[src/rtl/uart_tx_param.sv]
// Parametrised UART transmitter: start bit, DATA_BITS payload LSB first, optional parity, 1-2 stop bits.
// Latency: tx drops one clock after the accepting edge, or two with UART_TX_FIFO_EN and an empty FIFO.
// Backpressure: in_ready only in IDLE or on the final stop clock; with UART_TX_FIFO_EN in_ready = !full.
// Optional macro UART_TX_FIFO_EN inserts a FIFO_DEPTH-entry burst FIFO between handshake and FSM.

`ifdef UART_TX_FIFO_EN
// Generic synchronous FIFO with a show-ahead read port (rd_dat is the current head).
// Latency: a written word is visible at rd_dat the cycle after the write edge.
// Backpressure: full blocks writes, empty blocks reads; simultaneous read/write keeps occupancy.
module uart_tx_fifo #(
   parameter int WIDTH = 8,
   parameter int DEPTH = 16
) (
   input  logic             clk,
   input  logic             reset_n,
   input  logic [WIDTH-1:0] wr_dat,
   input  logic             wr_vld,
   output logic             full,
   input  logic             rd_rdy,
   output logic [WIDTH-1:0] rd_dat,
   output logic             empty
);
   localparam int AW = $clog2(DEPTH);
   localparam logic [AW:0] CNT_ONE  = (AW+1)'(1);
   localparam logic [AW:0] CNT_FULL = (AW+1)'(DEPTH);

   logic [WIDTH-1:0] mem [DEPTH];
   logic [AW-1:0]    wr_ptr;
   logic [AW-1:0]    rd_ptr;
   logic [AW:0]      count;
   logic             do_wr;
   logic             do_rd;

   assign full   = (count == CNT_FULL);
   assign empty  = (count == '0);
   assign do_wr  = wr_vld && !full;
   assign do_rd  = rd_rdy && !empty;
   assign rd_dat = mem[rd_ptr];

   // Storage array: plain write port, contents need no reset.
   always_ff @(posedge clk) begin
      if (do_wr) begin
         mem[wr_ptr] <= wr_dat;
      end
   end

   // Pointers wrap naturally because DEPTH is a power of two.
   always_ff @(posedge clk) begin
      if (!reset_n) begin
         wr_ptr <= '0;
         rd_ptr <= '0;
         count  <= '0;
      end else begin
         if (do_wr) wr_ptr <= wr_ptr + AW'(1);
         if (do_rd) rd_ptr <= rd_ptr + AW'(1);
         case ({do_wr, do_rd})
            2'b10:   count <= count + CNT_ONE;
            2'b01:   count <= count - CNT_ONE;
            default: count <= count;
         endcase
      end
   end
endmodule
`endif

module uart_tx_param #(
   parameter int CLK_FREQ    = 100_000_000,
   parameter int BAUD_RATE   = 9600,
   parameter int BAUD_DIV    = CLK_FREQ / BAUD_RATE,
   parameter int DATA_BITS   = 8,
   parameter int PARITY_MODE = 0,
   parameter int STOP_BITS   = 1,
   parameter int FIFO_DEPTH  = 16
) (
   input  logic                 clk,
   input  logic                 reset_n,
   input  logic [DATA_BITS-1:0] in_data,
   input  logic                 in_valid,
   output logic                 in_ready,
   output logic                 tx,
   output logic                 tx_busy,
   output logic                 tx_done
);
   localparam int BW = (BAUD_DIV > 1) ? $clog2(BAUD_DIV) : 1;
   localparam logic [BW-1:0] BAUD_LAST = BW'(BAUD_DIV - 1);
   localparam logic [3:0]    DATA_LAST = 4'(DATA_BITS - 1);
   localparam logic [3:0]    STOP_LAST = 4'(STOP_BITS - 1);
   localparam logic          ODD_PAR   = (PARITY_MODE == 2);

   // Illegal configurations stop elaboration rather than producing a silently wrong line.
   generate
      if (BAUD_DIV < 2) begin : g_chk_div
         $error("uart_tx_param: BAUD_DIV must be >= 2");
      end
      if (DATA_BITS < 5 || DATA_BITS > 9) begin : g_chk_data
         $error("uart_tx_param: DATA_BITS must be 5..9");
      end
      if (PARITY_MODE < 0 || PARITY_MODE > 2) begin : g_chk_par
         $error("uart_tx_param: PARITY_MODE must be 0, 1 or 2");
      end
      if (STOP_BITS < 1 || STOP_BITS > 2) begin : g_chk_stop
         $error("uart_tx_param: STOP_BITS must be 1 or 2");
      end
      if (FIFO_DEPTH < 2 || (FIFO_DEPTH & (FIFO_DEPTH - 1)) != 0) begin : g_chk_fifo
         $error("uart_tx_param: FIFO_DEPTH must be a power of two >= 2");
      end
   endgenerate

   typedef enum logic [2:0] {IDLE, START, DATA, PARITY, STOP} state_t;

   state_t               state, state_nxt;
   logic [BW-1:0]        baud_cnt, baud_nxt;
   logic [3:0]           bit_cnt, bit_nxt;
   logic [DATA_BITS-1:0] shreg, shreg_nxt;
   logic                 par_bit, par_nxt;
   logic                 tx_nxt;
   logic                 bit_end;
   logic                 frame_end;
   logic                 load;
   logic [DATA_BITS-1:0] load_dat;

   assign bit_end   = (baud_cnt == BAUD_LAST);
   // Last clock of the last stop bit: the only point a new word may chain on.
   assign frame_end = (state == STOP) && (bit_cnt == STOP_LAST) && bit_end;
   assign tx_done   = frame_end;

`ifdef UART_TX_FIFO_EN
   logic                 fifo_full;
   logic                 fifo_empty;
   logic                 fifo_pop;
   logic [DATA_BITS-1:0] fifo_dat;

   assign fifo_pop = !fifo_empty && ((state == IDLE) || frame_end);

   uart_tx_fifo #(
      .WIDTH (DATA_BITS),
      .DEPTH (FIFO_DEPTH)
   ) u_fifo (
      .clk     (clk),
      .reset_n (reset_n),
      .wr_dat  (in_data),
      .wr_vld  (in_valid),
      .full    (fifo_full),
      .rd_rdy  (fifo_pop),
      .rd_dat  (fifo_dat),
      .empty   (fifo_empty)
   );

   assign in_ready = !fifo_full;
   assign load     = fifo_pop;
   assign load_dat = fifo_dat;
   assign tx_busy  = (state != IDLE) || !fifo_empty;
`else
   assign in_ready = (state == IDLE) || frame_end;
   assign load     = in_valid && in_ready;
   assign load_dat = in_data;
   assign tx_busy  = (state != IDLE);
`endif

   // Next-state, bit timing and shift logic; a load always restarts the frame at START.
   always_comb begin
      state_nxt = state;
      baud_nxt  = baud_cnt + BW'(1);
      bit_nxt   = bit_cnt;
      shreg_nxt = shreg;
      par_nxt   = par_bit;
      case (state)
         IDLE: begin
            baud_nxt = '0;
            bit_nxt  = '0;
         end
         START: begin
            if (bit_end) begin
               state_nxt = DATA;
               baud_nxt  = '0;
               bit_nxt   = '0;
            end
         end
         DATA: begin
            if (bit_end) begin
               baud_nxt  = '0;
               shreg_nxt = shreg >> 1;
               if (bit_cnt == DATA_LAST) begin
                  bit_nxt   = '0;
                  state_nxt = (PARITY_MODE != 0) ? PARITY : STOP;
               end else begin
                  bit_nxt = bit_cnt + 4'd1;
               end
            end
         end
         PARITY: begin
            if (bit_end) begin
               state_nxt = STOP;
               baud_nxt  = '0;
               bit_nxt   = '0;
            end
         end
         STOP: begin
            if (bit_end) begin
               baud_nxt = '0;
               if (bit_cnt == STOP_LAST) begin
                  state_nxt = IDLE;
                  bit_nxt   = '0;
               end else begin
                  bit_nxt = bit_cnt + 4'd1;
               end
            end
         end
         default: begin
            state_nxt = IDLE;
            baud_nxt  = '0;
            bit_nxt   = '0;
         end
      endcase
      if (load) begin
         state_nxt = START;
         baud_nxt  = '0;
         bit_nxt   = '0;
         shreg_nxt = load_dat;
         par_nxt   = (^load_dat) ^ ODD_PAR;
      end
   end

   // Line level for the upcoming cycle, so tx itself comes straight from a flop.
   always_comb begin
      tx_nxt = 1'b1;
      case (state_nxt)
         START:   tx_nxt = 1'b0;
         DATA:    tx_nxt = shreg_nxt[0];
         PARITY:  tx_nxt = par_nxt;
         default: tx_nxt = 1'b1;
      endcase
   end

   // State and datapath registers; reset abandons any frame and releases the line.
   always_ff @(posedge clk) begin
      if (!reset_n) begin
         state    <= IDLE;
         baud_cnt <= '0;
         bit_cnt  <= '0;
         shreg    <= '0;
         par_bit  <= 1'b0;
         tx       <= 1'b1;
      end else begin
         state    <= state_nxt;
         baud_cnt <= baud_nxt;
         bit_cnt  <= bit_nxt;
         shreg    <= shreg_nxt;
         par_bit  <= par_nxt;
         tx       <= tx_nxt;
      end
   end
endmodule

[config.mk]
export PLATFORM = sky130hd
export DESIGN_NAME = uart_tx_param
export DESIGN_NICKNAME = d
export VERILOG_FILES = /design/src/rtl/uart_tx_param.sv
export SDC_FILE = /design/constraint.sdc
export NUM_CORES = 1
export LEC_CHECK = 0
export BUFFER_PORTS_ARGS = -buffer_cell sky130_fd_sc_hd__buf_4
export CAP_MARGIN = 20
export CELL_PAD_IN_SITES_DETAIL_PLACEMENT = 1
export CELL_PAD_IN_SITES_GLOBAL_PLACEMENT = 1
export CORE_MARGIN = 1
export CORE_UTILIZATION = 44
export CTS_CLUSTER_SIZE = 40
export DETAILED_ROUTE_END_ITERATION = 7
export GPL_ROUTABILITY_DRIVEN = 1
export PLACE_DENSITY_LB_ADDON = 0.1
export SYNTH_ARGS = -nofsm -noshare
export SYNTH_HDL_FRONTEND = slang
export SYNTH_SLANG_ARGS = --single-unit
[constraint.sdc]
create_clock -name clk -period 2.7 [get_ports clk]
set_clock_uncertainty 0.2 [all_clocks]
set_input_delay 0.27 -clock clk [delete_from_list [all_inputs] [get_ports clk]]
set_output_delay 0.27 -clock clk [all_outputs]
set_load 0.01 [all_outputs]
==> metrics.txt, run 1 <==
# TYPE chip_impl_metric gauge
chip_impl_info{name="status",value="finished, final reports clean"} 1
chip_impl_metric{name="fmax",unit="MHz"} 405
chip_impl_metric{name="post_synth_edffs",unit=""} 0
chip_impl_metric{name="gp_routability_congestion",unit=""} 0.773
chip_impl_metric{name="detail-route-antenna-nets",unit=""} 0
chip_impl_metric{name="rows",unit=""} 21
chip_impl_metric{name="timing_max_transition_violations_final",unit=""} 0
chip_impl_metric{name="grt_start_max_net_pins",unit=""} 17
chip_impl_metric{name="power_frac_comb",unit=""} 0.121
chip_impl_metric{name="maxSlewHeadroom",unit=""} 0.704
chip_impl_metric{name="fin_setup_tns",unit="ns"} 0
chip_impl_metric{name="detailedPlacementHpwl",unit="um"} 2520
chip_impl_metric{name="clock_sink_count",unit=""} 31
chip_impl_metric{name="grt_remaining_overflow",unit=""} 0
chip_impl_metric{name="cts_buffers",unit=""} 5
chip_impl_metric{name="netlist_instances",unit=""} 175
chip_impl_metric{name="critical_path_buf_inv_count",unit=""} 1
chip_impl_info{name="unrepaired_setup_endpoints_after_global_routing",value="false"} 1
chip_impl_metric{name="period_needed",unit="ns"} 2.47
chip_impl_info{name="synthFlopType",value="sky130_fd_sc_hd__dfxtp_1"} 1
chip_impl_metric{name="number_of_global_route_vias_before_repair",unit=""} 1253
chip_impl_metric{name="routed_wl",unit="um"} 3350
chip_impl_info{name="worst_path_class_setup",value="register to output port"} 1
chip_impl_metric{name="cellInternalPower",unit="mW"} 0.651
chip_impl_metric{name="route.detailed.drc",unit=""} 0
chip_impl_metric{name="via_count",unit=""} 1296
chip_impl_info{name="startpoint_type",value="register"} 1
chip_impl_metric{name="wire_length_of_the_first_global_routing_pass",unit="um"} 5470
chip_impl_metric{name="drt_first_iter_violations",unit=""} 49
chip_impl_metric{name="worstMarginPinSlew",unit="ns"} 0.442
chip_impl_metric{name="clk_pin_slew",unit="ns"} 0.09
chip_impl_metric{name="pwr-share-clk",unit=""} 0.321
chip_impl_metric{name="grt_antenna_before_repair",unit=""} 0
chip_impl_metric{name="floorplan.io_pins",unit=""} 15
chip_impl_metric{name="setup-violations-final",unit=""} 0
chip_impl_metric{name="power_leakage",unit="nW"} 0.794
chip_impl_metric{name="critPathMaxFanout",unit=""} 9
chip_impl_metric{name="total_power",unit="mW"} 0.868
chip_impl_metric{name="post_drt_via_cell_ratio",unit=""} 5.31
chip_impl_metric{name="synth.cell_area",unit="um2"} 1590
chip_impl_metric{name="die_area",unit="um2"} 3850
chip_impl_metric{name="layout-drive-gt1-share",unit=""} 0.167
chip_impl_metric{name="switching_power",unit="mW"} 0.218
chip_impl_metric{name="post-route-period-util",unit=""} 0.915
chip_impl_metric{name="total_nets_final",unit=""} 212
chip_impl_metric{name="clockBufferDepth",unit=""} 2
chip_impl_metric{name="vdd_drop_max",unit="mV"} 0.287
chip_impl_metric{name="chipWidth",unit="um"} 62.0
chip_impl_info{name="clock-root-buffer",value="sky130_fd_sc_hd__clkbuf_4"} 1
chip_impl_metric{name="synth-seq-area-share",unit=""} 0.391
chip_impl_metric{name="post_synth.cell_area_avg",unit="um2"} 9.06
chip_impl_metric{name="post_synth_num_cell_types",unit=""} 40
chip_impl_info{name="worst_hold_path_type",value="primary input to register"} 1
chip_impl_metric{name="cts_max_level",unit=""} 2
chip_impl_info{name="synth_largest_area_cell",value="sky130_fd_sc_hd__dfxtp_1"} 1
chip_impl_metric{name="timing_hold_violations_final",unit=""} 0
chip_impl_metric{name="postSynthRegisterBits",unit=""} 31
chip_impl_metric{name="ys_async_sr_fraction",unit=""} 0
chip_impl_metric{name="p_per_area",unit="nW/um2"} 471
chip_impl_metric{name="worst_skew_pair.late_latency",unit="ns"} 0.33
chip_impl_metric{name="cp.arrival",unit="ns"} 2.00
chip_impl_metric{name="route.detailed.wl_per_inst",unit="um"} 13.7
chip_impl_metric{name="area_added_between_synthesis_and_finish",unit="%"} 16.3
chip_impl_info{name="worstPathCellList",value="ha_1 -> and4_1 -> nand4b_4 -> o21ai_0 -> and2_1 -> buf_4"} 1
chip_impl_metric{name="drv_cap",unit=""} 0
chip_impl_metric{name="grtUsageTotal",unit=""} 0.200
chip_impl_metric{name="switching_share",unit=""} 0.251
chip_impl_metric{name="synth_fp_nets",unit=""} 189
chip_impl_metric{name="drt-pass1-iter-count",unit=""} 4
chip_impl_metric{name="antenna-diode-count",unit=""} 0
chip_impl_metric{name="port_buffers",unit=""} 14
chip_impl_info{name="cp-end-kind",value="output port"} 1
chip_impl_metric{name="synthDominantCellAreaShare",unit=""} 0.391
chip_impl_info{name="synthTopCellsByArea",value="sky130_fd_sc_hd__dfxtp_1 39%, sky130_fd_sc_hd__mux2i_1 5.1%, sky130_fd_sc_hd__nand2_1 4.5%"} 1
chip_impl_metric{name="critPathRequiredTime",unit="ns"} 2.23
chip_impl_metric{name="ys.warnings.count",unit=""} 0
chip_impl_info{name="critical_path.top_delay_family",value="simple AND/OR/NAND/NOR gates"} 1
chip_impl_info{name="cpMaxStageDelayCell",value="sky130_fd_sc_hd__dfxtp_1"} 1
chip_impl_metric{name="initial_util",unit=""} 0.468
chip_impl_info{name="tritoncts",value="built"} 1
chip_impl_metric{name="critical-path-max-stage-delay",unit="ns"} 0.38
chip_impl_metric{name="die_height",unit="um"} 62.0
chip_impl_metric{name="coreArea",unit="um2"} 3390
chip_impl_metric{name="power_frac_seq",unit=""} 0.558
-- cell families after synthesis --
logic type,count (synthesis),share of synthesized area
xor+xnor,16,0.0884
mux,9,0.0600
flops,31,0.391
buf+inv,9,0.0339
fa+ha+maj,3,0.0237
simple gates,78,0.281
compound gates,29,0.122
-- what timing repair did --
action | in CTS | in global routing
resized for setup | 0 | 0
hold buffers | 7 | 0
endpoints found under the hold margin | 7 | 0
setup buffers | 0 | 0
-- state kept, by name, indices dropped and copies added, names as in the netlist --
signal	flops
baud_cnt	14
bit_cnt	4
par_bit	1
shreg	8
state	3
tx	1
-- worst min-delay path: cells and delay by family --
kind	cells	cell delay (ns)
simple gates	1	0.10
mux	1	0.06
buf+inv	1	0.09
-- metal layers --
layer	global-route usage	vias to the layer above	wire length [um]
met4	0.0921	0	59
li1	-	656	-
met2	0.343	16	1620
met3	0.0580	7	68
met1	0.227	617	1600
met5	0	-	0
-- stage by stage --
stage	worst slack [ns]	cells	util	hold WS (ns)	cell area, um2
after detailed placement	0.255	230	0.506	0.256	1720
after global routing	0.0533	244	0.544	0.0249	1840
after floorplan	0.384	175	-	0.198	1590
after global placement	0.333	230	0.506	0.245	1720
after CTS	0.223	244	0.544	0.0134	1840
final	0.228	244	0.544	0.0297	1840
-- cell type report --
class                   instances  area [um2]
fillers                       384        1550
multi-input cells             135         911
flip-flops and latches         31         621
repair buffers                 23         190
well taps                      46        57.6
clock buffers                   6        51.3
inverters                       2        7.51
clock inverters                 1        5.00
-- worst paths after layout --
check                              start                      to  slack (ns)  cells after the start
hold reg to reg   baud_cnt[0]$_SDFF_PP0_  baud_cnt[0]$_SDFF_PP0_        0.27                      1
setup / recovery  baud_cnt[0]$_SDFF_PP0_                in_ready        0.23                      6
hold / removal                in_data[0]     shreg[0]$_SDFF_PN0_        0.03                      3
setup reg to reg  baud_cnt[0]$_SDFF_PP0_           tx$_SDFF_PN1_        0.26                      7
-- power by group through the flow --
stage          Clock [mW]  Sequential (mW)  Combinational, mW
2_1_floorplan           0            0.490             0.0687
3_3_place_gp            0            0.495             0.0960
3_5_place_dp            0            0.495             0.0988
4_1_cts             0.293            0.485              0.107
5_1_grt             0.317            0.487              0.115
6_report            0.279            0.485              0.105
-- cells in the final DEF, fill, tap and decap left out, types with 5 or more instances in the layout --
cell / netlist / routed
sky130_fd_sc_hd__dfxtp_1: 31 / 31
sky130_fd_sc_hd__o21ai_0: 9 / 9
sky130_fd_sc_hd__clkbuf_4: 0 / 5
sky130_fd_sc_hd__mux2i_1: 8 / 8
sky130_fd_sc_hd__dlygate4sd3_1: 0 / 7
sky130_fd_sc_hd__buf_4: 2 / 16
sky130_fd_sc_hd__o211a_1: 6 / 6
sky130_fd_sc_hd__a21oi_1: 8 / 8
sky130_fd_sc_hd__nand2_1: 19 / 19
sky130_fd_sc_hd__nand3_1: 6 / 6
sky130_fd_sc_hd__xnor2_1: 8 / 8
sky130_fd_sc_hd__nor2_1: 18 / 18
sky130_fd_sc_hd__nor2b_1: 5 / 5
sky130_fd_sc_hd__xor2_1: 8 / 8
sky130_fd_sc_hd__or3_1: 5 / 5
-- synth_stat cells, drive strengths merged, types with 2 or more instances --
cell type   n
o21ai       9
mux2i       8
and2        2
and3        6
nand2      19
nor3b       2
nand4       3
a21oi       8
or3         5
ha          3
dfxtp      31
xor2        8
nor2       18
nor3        4
xnor2       8
nor2b       5
buf         3
clkbuf      3
o211a       6
nand3       6
inv         2
Note: power is estimated with default switching activity, not from simulation.
==> inputs of run 2 (changes only) <==
- REMOVE_ABC_BUFFERS: unset -> 1
==> run 2 against run 1 <==
Compared with the run above:
- first-iteration DRC count rose by 2.0%
- sequential power barely moved
- fmax fell by 0.68%
- clock power rose by 35%
- flip-flop and latch count did not move
- hold slack improved by 0.011 ns
- core utilization rose by 0.59 points
- global-route usage rose by 1.3 points
- largest cell class unchanged
==> metrics.txt, run 2 (synthesis results as in run 1) <==
# TYPE chip_impl_metric gauge
chip_impl_info{name="status",value="finished, final reports clean"} 1
chip_impl_metric{name="final-instance-count-excl-fill",unit=""} 244
chip_impl_info{name="tritoncts",value="built"} 1
chip_impl_metric{name="timing_hold_violations_final",unit=""} 0
chip_impl_info{name="unrepaired_setup_endpoints_after_global_routing",value="false"} 1
chip_impl_metric{name="grt_start_max_net_pins",unit=""} 17
chip_impl_metric{name="port_buffers",unit=""} 14
chip_impl_metric{name="via_count",unit=""} 1296
chip_impl_metric{name="clock_sink_count",unit=""} 31
chip_impl_metric{name="grtUsageTotal",unit=""} 0.212
chip_impl_metric{name="grt_antenna_before_repair",unit=""} 0
chip_impl_metric{name="routed_wl",unit="um"} 3440
chip_impl_metric{name="drv_cap",unit=""} 0
chip_impl_metric{name="critical-path-max-stage-delay",unit="ns"} 0.39
chip_impl_metric{name="gp_routability_congestion",unit=""} 0.773
chip_impl_metric{name="vdd_drop_max",unit="mV"} 0.359
chip_impl_metric{name="critPathRequiredTime",unit="ns"} 2.23
chip_impl_metric{name="antenna-diode-count",unit=""} 0
chip_impl_metric{name="die_area",unit="um2"} 3850
chip_impl_info{name="clock-root-buffer",value="sky130_fd_sc_hd__clkbuf_4"} 1
chip_impl_metric{name="p_per_area",unit="nW/um2"} 520
chip_impl_metric{name="floorplan.io_pins",unit=""} 15
chip_impl_metric{name="cp.arrival",unit="ns"} 2.02
chip_impl_metric{name="post_drt_via_cell_ratio",unit=""} 5.31
chip_impl_metric{name="coreArea",unit="um2"} 3390
chip_impl_metric{name="maxSlewHeadroom",unit=""} 0.718
chip_impl_info{name="worst_path_class_setup",value="register to output port"} 1
chip_impl_metric{name="initial_util",unit=""} 0.468
chip_impl_info{name="layout_top_registers",value="baud_cnt (14), shreg (8), bit_cnt (4)"} 1
chip_impl_info{name="mostFrequentLayoutCells",value="31 x sky130_fd_sc_hd__dfxtp_1, 19 x sky130_fd_sc_hd__nand2_1, 18 x sky130_fd_sc_hd__nor2_1, 16 x sky130_fd_sc_hd__buf_4, 9 x sky130_fd_sc_hd__o21ai_0"} 1
chip_impl_info{name="worstPathCellList",value="ha_1 -> and4_1 -> nand4b_4 -> o21ai_0 -> and2_1 -> buf_4"} 1
chip_impl_metric{name="worstMarginPinSlew",unit="ns"} 0.422
chip_impl_metric{name="detailedPlacementHpwl",unit="um"} 2510
chip_impl_metric{name="number_of_global_route_vias_before_repair",unit=""} 1333
chip_impl_metric{name="period_needed",unit="ns"} 2.49
chip_impl_metric{name="fin_setup_tns",unit="ns"} 0
chip_impl_metric{name="place_inst",unit=""} 230
chip_impl_metric{name="cts_buffers",unit=""} 5
chip_impl_metric{name="worst_skew_pair.late_latency",unit="ns"} 0.33
chip_impl_metric{name="setup-violations-final",unit=""} 0
chip_impl_metric{name="clockBufferDepth",unit=""} 2
chip_impl_metric{name="critPathMaxFanout",unit=""} 9
chip_impl_metric{name="chipWidth",unit="um"} 62.0
chip_impl_metric{name="layout-drive-gt1-share",unit=""} 0.172
chip_impl_info{name="largest_reg_by_ff_count",value="baud_cnt"} 1
chip_impl_metric{name="power_leakage",unit="nW"} 0.804
chip_impl_info{name="cp-end-kind",value="output port"} 1
chip_impl_metric{name="area_added_between_synthesis_and_finish",unit="%"} 17.5
chip_impl_info{name="critical_path.top_delay_family",value="simple AND/OR/NAND/NOR gates"} 1
chip_impl_metric{name="route.detailed.wl_per_inst",unit="um"} 14.1
chip_impl_metric{name="detail-route-antenna-nets",unit=""} 0
chip_impl_info{name="worst_hold_path_type",value="primary input to register"} 1
chip_impl_metric{name="die_height",unit="um"} 62.0
chip_impl_metric{name="critical_path_buf_inv_count",unit=""} 1
chip_impl_metric{name="timing_max_transition_violations_final",unit=""} 0
chip_impl_info{name="cpMaxStageDelayCell",value="sky130_fd_sc_hd__dfxtp_1"} 1
chip_impl_metric{name="largest_register_ffs",unit=""} 14
chip_impl_metric{name="drt-pass1-iter-count",unit=""} 4
chip_impl_info{name="mostFrequentLayoutCell",value="sky130_fd_sc_hd__dfxtp_1"} 1
chip_impl_metric{name="total_nets_final",unit=""} 211
chip_impl_metric{name="postPlaceCellArea",unit="um2"} 1720
chip_impl_metric{name="post-route-period-util",unit=""} 0.922
chip_impl_metric{name="drt_first_iter_violations",unit=""} 50
chip_impl_metric{name="wire_length_of_the_first_global_routing_pass",unit="um"} 5870
chip_impl_metric{name="cts-resized-gates",unit=""} 0
chip_impl_info{name="startpoint_type",value="register"} 1
chip_impl_metric{name="rows",unit=""} 21
chip_impl_metric{name="fin_area",unit="um2"} 1860
chip_impl_metric{name="route.detailed.drc",unit=""} 0
chip_impl_metric{name="clk_pin_slew",unit="ns"} 0.10
chip_impl_metric{name="cts_max_level",unit=""} 2
chip_impl_metric{name="grt_remaining_overflow",unit=""} 0
chip_impl_metric{name="fmax",unit="MHz"} 402
run 2: stage by stage:
| step | power, mW | util | hold slack, ns | worst slack [ns] |
|---|---|---|---|---|
| floorplan | 0.554 | - | 0.151 | 0.332 |
| global placement | 0.589 | 0.506 | 0.242 | 0.380 |
| CTS | 0.986 | 0.550 | 0.0192 | 0.179 |
| detailed placement | 0.595 | 0.506 | 0.269 | 0.301 |
| finish | 0.969 | 0.550 | 0.0411 | 0.212 |
| global route | 1.02 | 0.550 | 0.0208 | 0.0351 |
run 2: cell type report:
class	instances	area (um2)
clock inverter	2	35.0
timing repair buffer	22	180
tap	46	57.6
clock buffer	6	51.3
inverter	2	7.51
multi-input combinational	135	911
sequential	31	621
fill	391	1530
run 2: final timing paths:
kind	start	to	slack, ns	cells after the start
max reg2reg	baud_cnt[0]$_SDFF_PP0_	shreg[1]$_SDFFE_PN0P_	0.28	7
min reg2reg	baud_cnt[0]$_SDFF_PP0_	baud_cnt[0]$_SDFF_PP0_	0.28	1
min	in_data[0]	shreg[0]$_SDFF_PN0_	0.04	3
max	baud_cnt[0]$_SDFF_PP0_	in_ready	0.21	6
run 2: power breakdown:
group          total (mW)  leakage, nW  switching [mW]  internal (mW)
Clock               0.377       0.0482           0.158          0.219
Sequential          0.485        0.252          0.0116          0.473
Combinational       0.107        0.503          0.0506         0.0562
Total               0.969        0.804           0.221          0.748
run 2: worst min-delay path: cells and delay by family:
family	cells	cell delay, ns
mux	1	0.06
simple gates	1	0.11
buf+inv	1	0.09
run 2: layer usage:
layer / track usage / share of wire
met5: 0 / 0
met4: 0.0921 / 0.017
met2: 0.362 / 0.52
met1: 0.247 / 0.44
met3: 0.0600 / 0.024
run 2: timing repair:
item | 4_1_cts | 5_1_grt
setup buffers | 0 | 0
hold buffers | 6 | 0
hold endpoints to repair | 6 | 0
